## config.mk

```make
export PLATFORM = sky130hd
export DESIGN_NAME = noc_output_port_arbiter
export DESIGN_NICKNAME = d
export VERILOG_FILES = /design/src/rtl/noc_output_port_arbiter.sv
export SDC_FILE = /design/constraint.sdc
export NUM_CORES = 1
export LEC_CHECK = 0
export BUFFER_PORTS_ARGS = -buffer_cell sky130_fd_sc_hd__clkbuf_2
export CORE_AREA = 2 2 194 196
export CTS_CLUSTER_DIAMETER = 120
export DETAILED_ROUTE_END_ITERATION = 10
export DIE_AREA = 0 0 196 198
export SYNTH_ARGS = -nofsm -noshare
export SYNTH_HDL_FRONTEND = slang
export SYNTH_SLANG_ARGS = --single-unit
```

## constraint.sdc

```tcl
create_clock -name clk -period 7.8 [get_ports clk]
set_input_delay 0.39 -clock clk [delete_from_list [all_inputs] [get_ports clk]]
set_output_delay 0.39 -clock clk [all_outputs]
set_load 0.05 [all_outputs]
```

## src/rtl/noc_output_port_arbiter.sv

```systemverilog
// Output-port scheduler: round-robin arbitration among NUM_REQ inputs with wormhole
// packet locking, credit-based flow control and saturating stall/grant telemetry.
module noc_output_port_arbiter #(
  parameter int NUM_REQ    = 5,
  parameter int FLIT_WIDTH = 64,
  parameter int CREDITS    = 4,
  parameter int CTR_W      = 32,
  localparam int PTR_W     = (NUM_REQ > 1) ? $clog2(NUM_REQ) : 1,
  localparam int CL_W      = $clog2(CREDITS + 1)
) (
  input  logic                          clk,
  input  logic                          reset,
  input  logic [NUM_REQ-1:0]            req,
  input  logic [NUM_REQ*FLIT_WIDTH-1:0] req_flit,
  output logic [NUM_REQ-1:0]            grant,
  output logic [FLIT_WIDTH-1:0]         flit_out,
  output logic                          valid_out,
  input  logic                          credit_return,
  input  logic                          clr_stats,
  output logic [CL_W-1:0]               credit_level,
  output logic                          locked,
  output logic [PTR_W-1:0]              lock_owner,
  output logic [CTR_W-1:0]              grant_count,
  output logic [CTR_W-1:0]              stall_arb_count,
  output logic [CTR_W-1:0]              stall_bp_count,
  output logic                          credit_err
);

  typedef enum logic {IDLE, LOCKED} state_t;

  localparam logic [1:0] FT_HEAD = 2'b01;
  localparam logic [1:0] FT_TAIL = 2'b11;

  state_t                  state, state_nxt;
  logic [PTR_W-1:0]        owner_nxt;
  logic [PTR_W-1:0]        rr_ptr;
  logic [PTR_W-1:0]        win_p0;
  logic [PTR_W-1:0]        idx;
  logic                    win_vld_p0;
  logic [FLIT_WIDTH-1:0]   flit_p0;
  logic [1:0]              ftype_p0;
  logic [NUM_REQ-1:0]      elig_p0;

  function automatic logic [PTR_W:0] popcount(input logic [NUM_REQ-1:0] v);
    logic [PTR_W:0] n;
    n = '0;
    for (int i = 0; i < NUM_REQ; i++) n = n + {{PTR_W{1'b0}}, v[i]};
    return n;
  endfunction

  function automatic logic [CTR_W-1:0] sat_add(input logic [CTR_W-1:0] c, input logic [PTR_W:0] inc);
    logic [CTR_W:0] s;
    s = {1'b0, c} + {{(CTR_W-PTR_W){1'b0}}, inc};
    return s[CTR_W] ? {CTR_W{1'b1}} : s[CTR_W-1:0];
  endfunction

  // Stage p0: combinational arbitration and grant
  always_comb begin
    win_p0     = '0;
    win_vld_p0 = 1'b0;
    idx        = '0;
    grant      = '0;
    if (credit_level != '0) begin
      if (state == LOCKED) begin
        win_p0     = lock_owner;
        win_vld_p0 = req[lock_owner];
      end else begin
        for (int k = 1; k <= NUM_REQ; k++) begin
          idx = PTR_W'((int'(rr_ptr) + k) % NUM_REQ);
          if (!win_vld_p0 && req[idx]) begin
            win_vld_p0 = 1'b1;
            win_p0     = idx;
          end
        end
      end
    end
    if (win_vld_p0) grant[win_p0] = 1'b1;
  end

  assign flit_p0  = req_flit[win_p0*FLIT_WIDTH +: FLIT_WIDTH];
  assign ftype_p0 = flit_p0[47:46];

  // Backpressure stalls only charge requesters that could have been served.
  always_comb begin
    elig_p0 = req;
    if (state == LOCKED) begin
      elig_p0             = '0;
      elig_p0[lock_owner] = req[lock_owner];
    end
  end

  always_comb begin
    state_nxt = state;
    owner_nxt = lock_owner;
    if (win_vld_p0) begin
      case (state)
        IDLE:    if (ftype_p0 == FT_HEAD) begin
                   state_nxt = LOCKED;
                   owner_nxt = win_p0;
                 end
        LOCKED:  if (ftype_p0 == FT_TAIL) state_nxt = IDLE;
        default: ;
      endcase
    end
  end

  assign locked = (state == LOCKED);

  always_ff @(posedge clk or posedge reset) begin
    if (reset) begin
      state      <= IDLE;
      lock_owner <= '0;
      rr_ptr     <= PTR_W'(NUM_REQ - 1);
    end else begin
      state      <= state_nxt;
      lock_owner <= owner_nxt;
      if (win_vld_p0) rr_ptr <= win_p0;
    end
  end

  // Stage p1: registered link outputs
  always_ff @(posedge clk or posedge reset) begin
    if (reset) begin
      valid_out <= 1'b0;
      flit_out  <= '0;
    end else begin
      valid_out <= win_vld_p0;
      if (win_vld_p0) flit_out <= flit_p0;
    end
  end

  always_ff @(posedge clk or posedge reset) begin
    if (reset) begin
      credit_level <= CL_W'(CREDITS);
      credit_err   <= 1'b0;
    end else if (win_vld_p0 && !credit_return) begin
      credit_level <= credit_level - CL_W'(1);
    end else if (!win_vld_p0 && credit_return) begin
      if (credit_level == CL_W'(CREDITS)) credit_err   <= 1'b1;
      else                                credit_level <= credit_level + CL_W'(1);
    end
  end

  // Losers to a foreign lock still count as arbitration stalls when credits exist.
  always_ff @(posedge clk or posedge reset) begin
    if (reset) begin
      grant_count     <= '0;
      stall_arb_count <= '0;
      stall_bp_count  <= '0;
    end else if (clr_stats) begin
      grant_count     <= '0;
      stall_arb_count <= '0;
      stall_bp_count  <= '0;
    end else begin
      grant_count <= sat_add(grant_count, {{PTR_W{1'b0}}, win_vld_p0});
      if (credit_level == '0) stall_bp_count  <= sat_add(stall_bp_count, popcount(elig_p0));
      else                    stall_arb_count <= sat_add(stall_arb_count, popcount(req & ~grant));
    end
  end

endmodule

```

==> results.md, run 1 <==
* Largest family of logic cells by synthesized area: compound AO/OA/AOI/OAI gates
* Fin Clk Skew at 12.15 ps
* Fraction of synthesized area in multiplexers at 12.36%
* Slew headroom at slightly below 30%
* Width of the die at 196 um
* Mapped Nets at between 1500 and 2000
* Largest net degree at the start of global routing at 97
* Met1 Usage GRT at 35.29%
* Core box area at 36960 sq um
* H-tree levels at 4
* XOR/XNOR Fraction of Synth Area at 2.423%
* I/O Buffers at between 500 and 600
* Top cells by area, synth: dfrtp_1 (33%), mux2i_1 (8.3%), a21oi_1 (7.0%)
* HPWL Detailed at between 40000 and 50000 um
* Setup crit start kind: flop
* Crit path max-delay family: simple AND/OR/NAND/NOR gates
* Die Y at 198 um
* Synth cell count leaders: nor2_1 (234), a21oi_1 (179), dfrtp_1 (170)
* HP Class: primary input to flop
* Routability cong. at between 0.8 and 0.9
* GRT busiest layer: met2
* # rows at 71
* Clk root buf: clkbuf_16
* Via density at 5.653
* Synth area leader: dfrtp_1
* Post-Syn Area at about 13000 sq um
* Post-Route WL at 55110 um
* Simple-Gate Fraction of Synth Area at 21.26%
* First-pass iteration count of the detailed router at 5
* Layout area overhead at 31.38%
* Final core utilization at 45.70%
* Critical path class: flop to flop
* GRT Resource Usage Total at 27.41%
* Fin nets at about 2400
* CP bufs+invs at 1
* DR DRC count at 0
* CTS tree: done
* Io pins at 503
* Synth top area share at 33.09%
* Clock transition at path regs at 80 ps
* GR Util met3 at 9.811%
* DR WL/cell at approximately 22 um
* TritonCTS Buffers at 17
* Initial Util at 34.79%
* Syn avg cell area at 8.447 sq um
* Critical path arrival at 7730 ps
* Critical Path RT at between 8000 and 9000 ps
* First-pass GRT wire length at roughly 81000 um
* Worst skew pair latency at 450 ps
* Yosys warning total at 0
* GR Util met2 at 42.14%
* Crit share post-route at 94.86%
* DR vias at 14060
* Deepest clock path buffer count at 2
* Fmax at 135.2 MHz
* Post-Synth Adder-Cell Area at about 4.5%
* Ys flop type: dfrtp_1
* Run status: finished, final reports clean
* Post-route ant nets at 0
* Worst slew pin tran at about 1100 ps
* Synth unique cells at 93
* Initial antenna violation count at 26
* Max_cap viols at 0
* Compound-Gate Fraction of Synth Area at 21.26%
* Syn Inst Count at 1522
* Num Clock Sinks at between 150 and 200
* Slowest CP cell: fa_1
* Worst Setup End Kind: flop
* Final setup viols at 0
* Max-slew violation count at 0
* Initial DRC Count at 1134
* Crit Path Max Fanout at 9
* Sequential area share after synthesis at roughly 33%
* Die Area at 38810 sq um
* Final Hold Violating Endpoints at 0
* GRT overflow at 0
* Crit-path max cell delay at between 500 and 600 ps
* Post-synth EDFFs at 0
* Tmin final at approximately 7400 ps
* Asr flop ratio synth at 100.0%
* Share of layout cells above drive strength 1 at 34.65%
* Synthesis-stage register bit count at 172
* Number of global-route vias before repair at 13070
* Count leader, synth: nor2_1
metal layers:
layer,vias to the layer above,part of all wire [%]
li1,6501,-
met4,30,3.3
met1,6779,41
met5,-,0.36
met2,637,45
met3,112,11
cell type report:
class,count,area [sq um]
fillers,3671,20070
diodes,10,25.02
well taps,474,593.1
flip-flops and latches,172,4312
clock buffers,17,425.4
multi-input cells,1206,8273
repair buffers,551,2903
clock inverters,15,193.9
inverters,42,165.2
worst register-to-register path: cells and delay by family (launching register included):
kind                       cells  cell delay [ps]
adders and majority gates      7             2020
and+or+nand+nor               14             2860
buffers and inverters          1              120
DFF                            1              480
xor gates and xnor gates       1              140
AOI/OAI and AO/OA              9             1660
cells by family after synthesis:
group,after synthesis
adders and majority gates,42
muxes,133
buffers and inverters,145
xor gates and xnor gates,33
DFF,172
AOI/OAI and AO/OA,422
and+or+nand+nor,575
cells in the final DEF, fill, tap and decap left out, drive strengths merged, types with 10 or more instances in the layout:
cell and instances:
nand4 23, and2 13, diode 10, inv 49, nor2 235, a211oi 19
a21oi 181, a311oi 17, nor3 43, nand2 114, clkbuf 518, and4 11
and3 21, buf 49, nand2b 11, dfrtp 170, xnor2 14, mux2i 107
xor2 19, a221oi 22, nand3 50, a31oi 15, ha 35, mux4 20
nor2b 11, o21ai 82
flip-flops by register name, indices dropped and copies added (netlist names), named ones only:
| signal | flops |
|---|---|
| stall_bp_count | 32 |
| valid_out | 1 |
| credit_level | 3 |
| stall_arb_count | 32 |
| credit_err | 1 |
| flit_out | 64 |
| rr_ptr | 3 |
| lock_owner | 3 |
| grant_count | 32 |
through the flow:
| step | std cells | cell area (sq um) | TNS [ps] | hold WS (ps) | worst slack [ps] |
|---|---|---|---|---|---|
| 5_1_grt | 2483 | 16880 | -138.9 | 206.2 | -42.12 |
| 2_1_floorplan | 1522 | 13070 | 0 | 558.4 | 6.754 |
| 4_1_cts | 2462 | 16610 | 0 | 199.9 | 10.89 |
| 6_report | 2487 | 16890 | 0 | 223.3 | 400.8 |
| 3_5_place_dp | 2429 | 15980 | -958.2 | 407.4 | -140.4 |
| 3_3_place_gp | 2429 | 15980 | 0 | 412.1 | 68.44 |
worst paths after layout:
| check | startpoint | end | slack (ps) | depth (start not counted) |
|---|---|---|---|---|
| worst max register to register | rr_ptr[1] | stall_arb_count[21] | 400 | 32 |
| max in group asynchronous | reset | rr_ptr[1] | 5980 | 4 |
| min in group asynchronous | reset | flit_out[5] | 470 | 3 |
| worst min register to register | credit_err | credit_err | 480 | 1 |
| worst min-delay path | req_flit[314] | flit_out[58] | 220 | 3 |
| worst max-delay path | rr_ptr[1] | stall_arb_count[21] | 400 | 32 |
what timing repair did:
item | 4_1_cts | 5_1_grt
hold buffers | 1 | 0
endpoints found under the hold margin | 38 | 0
endpoints found under the setup margin | 13 | 32
cloned | 0 | 1
pin swaps | 0 | 5
resized for setup | 2 | 28
buffers inserted | 0 | 14
Power of run 1 is left out: the tool's default activity adds up to more than one toggle a clock period on the data nets, which glitch-free logic cannot reach.
==> run 2: changes to the inputs <==
- BUFFER_PORTS_ARGS: -buffer_cell sky130_fd_sc_hd__clkbuf_2 -> not set
- CORE_AREA: 2 2 194 196 -> 2 2 197 199
- DIE_AREA: 0 0 196 198 -> 0 0 199 201
- DONT_BUFFER_PORTS: not set -> 1
==> results.md, run 2 (same netlist as run 1, synthesis figures left out) <==
* TritonCTS Buffers at 17
* GRT busiest layer: met2
* Clk root buf: clkbuf_16
* Storage element area at between 4000 and 5000 sq um
* Die Area at 40000 sq um
* Core box area at 38110 sq um
* Slew headroom at 21.01%
* CTS tree: done
* Fmax at between 100 and 150 MHz
* Post-Route WL at between 50000 and 60000 um
* Worst skew pair latency at 450 ps
* Met1 Usage GRT at 32.35%
* Post-route ant nets at 0
* Max reg flops at 64
* Most common cell after layout, fill and taps aside: nor2_1
* Clock transition at path regs at roughly 80 ps
* Initial antenna violation count at 39
* GRT Resource Usage Total at 25.92%
* Worst Setup End Kind: flop
* Crit Path Max Fanout at 8
* HP Class: primary input to flop
* H-tree levels at 4
* Number of global-route vias before repair at 11300
* Worst reg-to-reg path cell count at 32
* GRT overflow at 0
* Cell area after layout at 14520 sq um
* Tmin final at 7504 ps
* Crit-path max cell delay at 550 ps
* Deepest clock path buffer count at 2
* Footprint of the multi-input gates at between 8000 and 9000 sq um
* Fin nets at 1865
* HPWL Detailed at 40410 um
* Initial Util at 33.74%
* Setup crit start kind: flop
* Critical path arrival at 7860 ps
* Final Hold Violating Endpoints at 0
* Num Clock Sinks at ~170
* Max-slew violation count at 0
* Critical Path RT at slightly above 8000 ps
* Max_cap viols at 0
* Via density at about 6
* Worst slew pin tran at 1185 ps
* First-pass GRT wire length at roughly 77000 um
* Initial DRC Count at 983
* Run status: finished, final reports clean
* Largest net degree at the start of global routing at 93
* Hold Crit Depth at 2
* DR DRC count at 0
* Commonest cells after routing, fill and taps aside: nor2_1 (228), a21oi_1 (177), dfrtp_1 (169), nand2_1 (108), mux2i_1 (107)
* Cell mode on critical path: nand2_2
* First-pass iteration count of the detailed router at 6
* GR Util met3 at a little over an eighth
* Crit share post-route at 96.21%
* Fillcell total at 3937
* DR vias at 12160
* Levels on crit path at 32
* Final setup viols at 0
* Fin Clk Skew at 15.23 ps
* Layout area overhead at 12.93%
* Crit path max-delay family: simple AND/OR/NAND/NOR gates
* I/O Buffers at 0
* Die Y at between 200 and 250 um
* Io pins at 503
* Slowest CP cell: fa_1
* DR WL/cell at 26.07 um
* # rows at 72
* Share of layout cells above drive strength 1 at 12.95%
* Placed Area at 13540 sq um
* CP bufs+invs at 2
* Critical path class: flop to flop
* Routability cong. at 0.9411
* GR Util met2 at 38.81%
* Reg with most FFs: flit_out
* Width of the die at between 150 and 200 um
-- run 2: changes by cell type in the layout (fill, tap and decap cells not counted), sizes merged --
cell | before | now
clkinv | 6 | 4
buf | 49 | 54
clkinvlp | 1 | 3
clkbuf | 518 | 18
inv | 49 | 46
bufinv | 1 | 2
diode | 10 | 23
dlygate4sd3 | 1 | 2
or4 | 2 | 1
-- run 2: layout make-up --
type | instances | share of cell area [%]
Multi-Input combinational cell | 1205 | 56.96
Timing Repair Buffer | 56 | 3.206
Clock buffer | 18 | 3.025
Sequential cell | 172 | 29.70
Tap cell | 518 | 4.464
Inverter | 42 | 1.163
Clock inverter | 13 | 1.086
Antenna cell | 23 | 0.3964
-- run 2: worst register-to-register path, delay by kind of cell, from the launching register on --
family | cells | cell delay (ps)
simple gates | 14 | 2750
buf+inv | 2 | 370
compound gates | 9 | 1720
fa+ha+maj | 7 | 2140
flops | 1 | 440
-- run 2: what timing repair did --
action,CTS,global route
pin swaps,0,7
setup endpoints to repair,19,55
setup buffers,0,15
hold buffers,3,0
endpoints found under the hold margin,163,0
resized for setup,5,25
-- run 2: worst paths after layout --
check | from | endpoint | slack [ps]
worst min register to register | credit_level[2] | credit_level[2] | 750
worst max-delay path | rr_ptr[1] | stall_arb_count[7] | 300
min in group asynchronous | reset | grant_count[21] | 560
worst min-delay path | clr_stats | stall_arb_count[28] | 90
worst max register to register | rr_ptr[1] | stall_arb_count[7] | 300
max in group asynchronous | reset | flit_out[62] | 5950
-- run 2: per-stage QoR --
step,hold slack [ps],setup WS [ps],std cells,setup TNS [ps],utilization (%)
final,88.81,295.7,2047,0,38.10
after global routing,59.79,-74.25,2037,-300.2,38.04
after CTS,51.80,11.32,2009,0,37.27
after detailed placement,421.5,-226.0,1975,-1742,35.52
after global placement,418.6,-0.5160,1975,-0.5160,35.52
after floorplan,558.4,6.754,1522,0,-
-- run 2: metal layers --
metal | up-vias | share of wire (%)
met4 | 34 | 3.1
met2 | 620 | 44
met5 | - | 0.43
met1 | 5892 | 38
li1 | 5502 | -
met3 | 111 | 14
Power of run 2 is left out for the same reason.
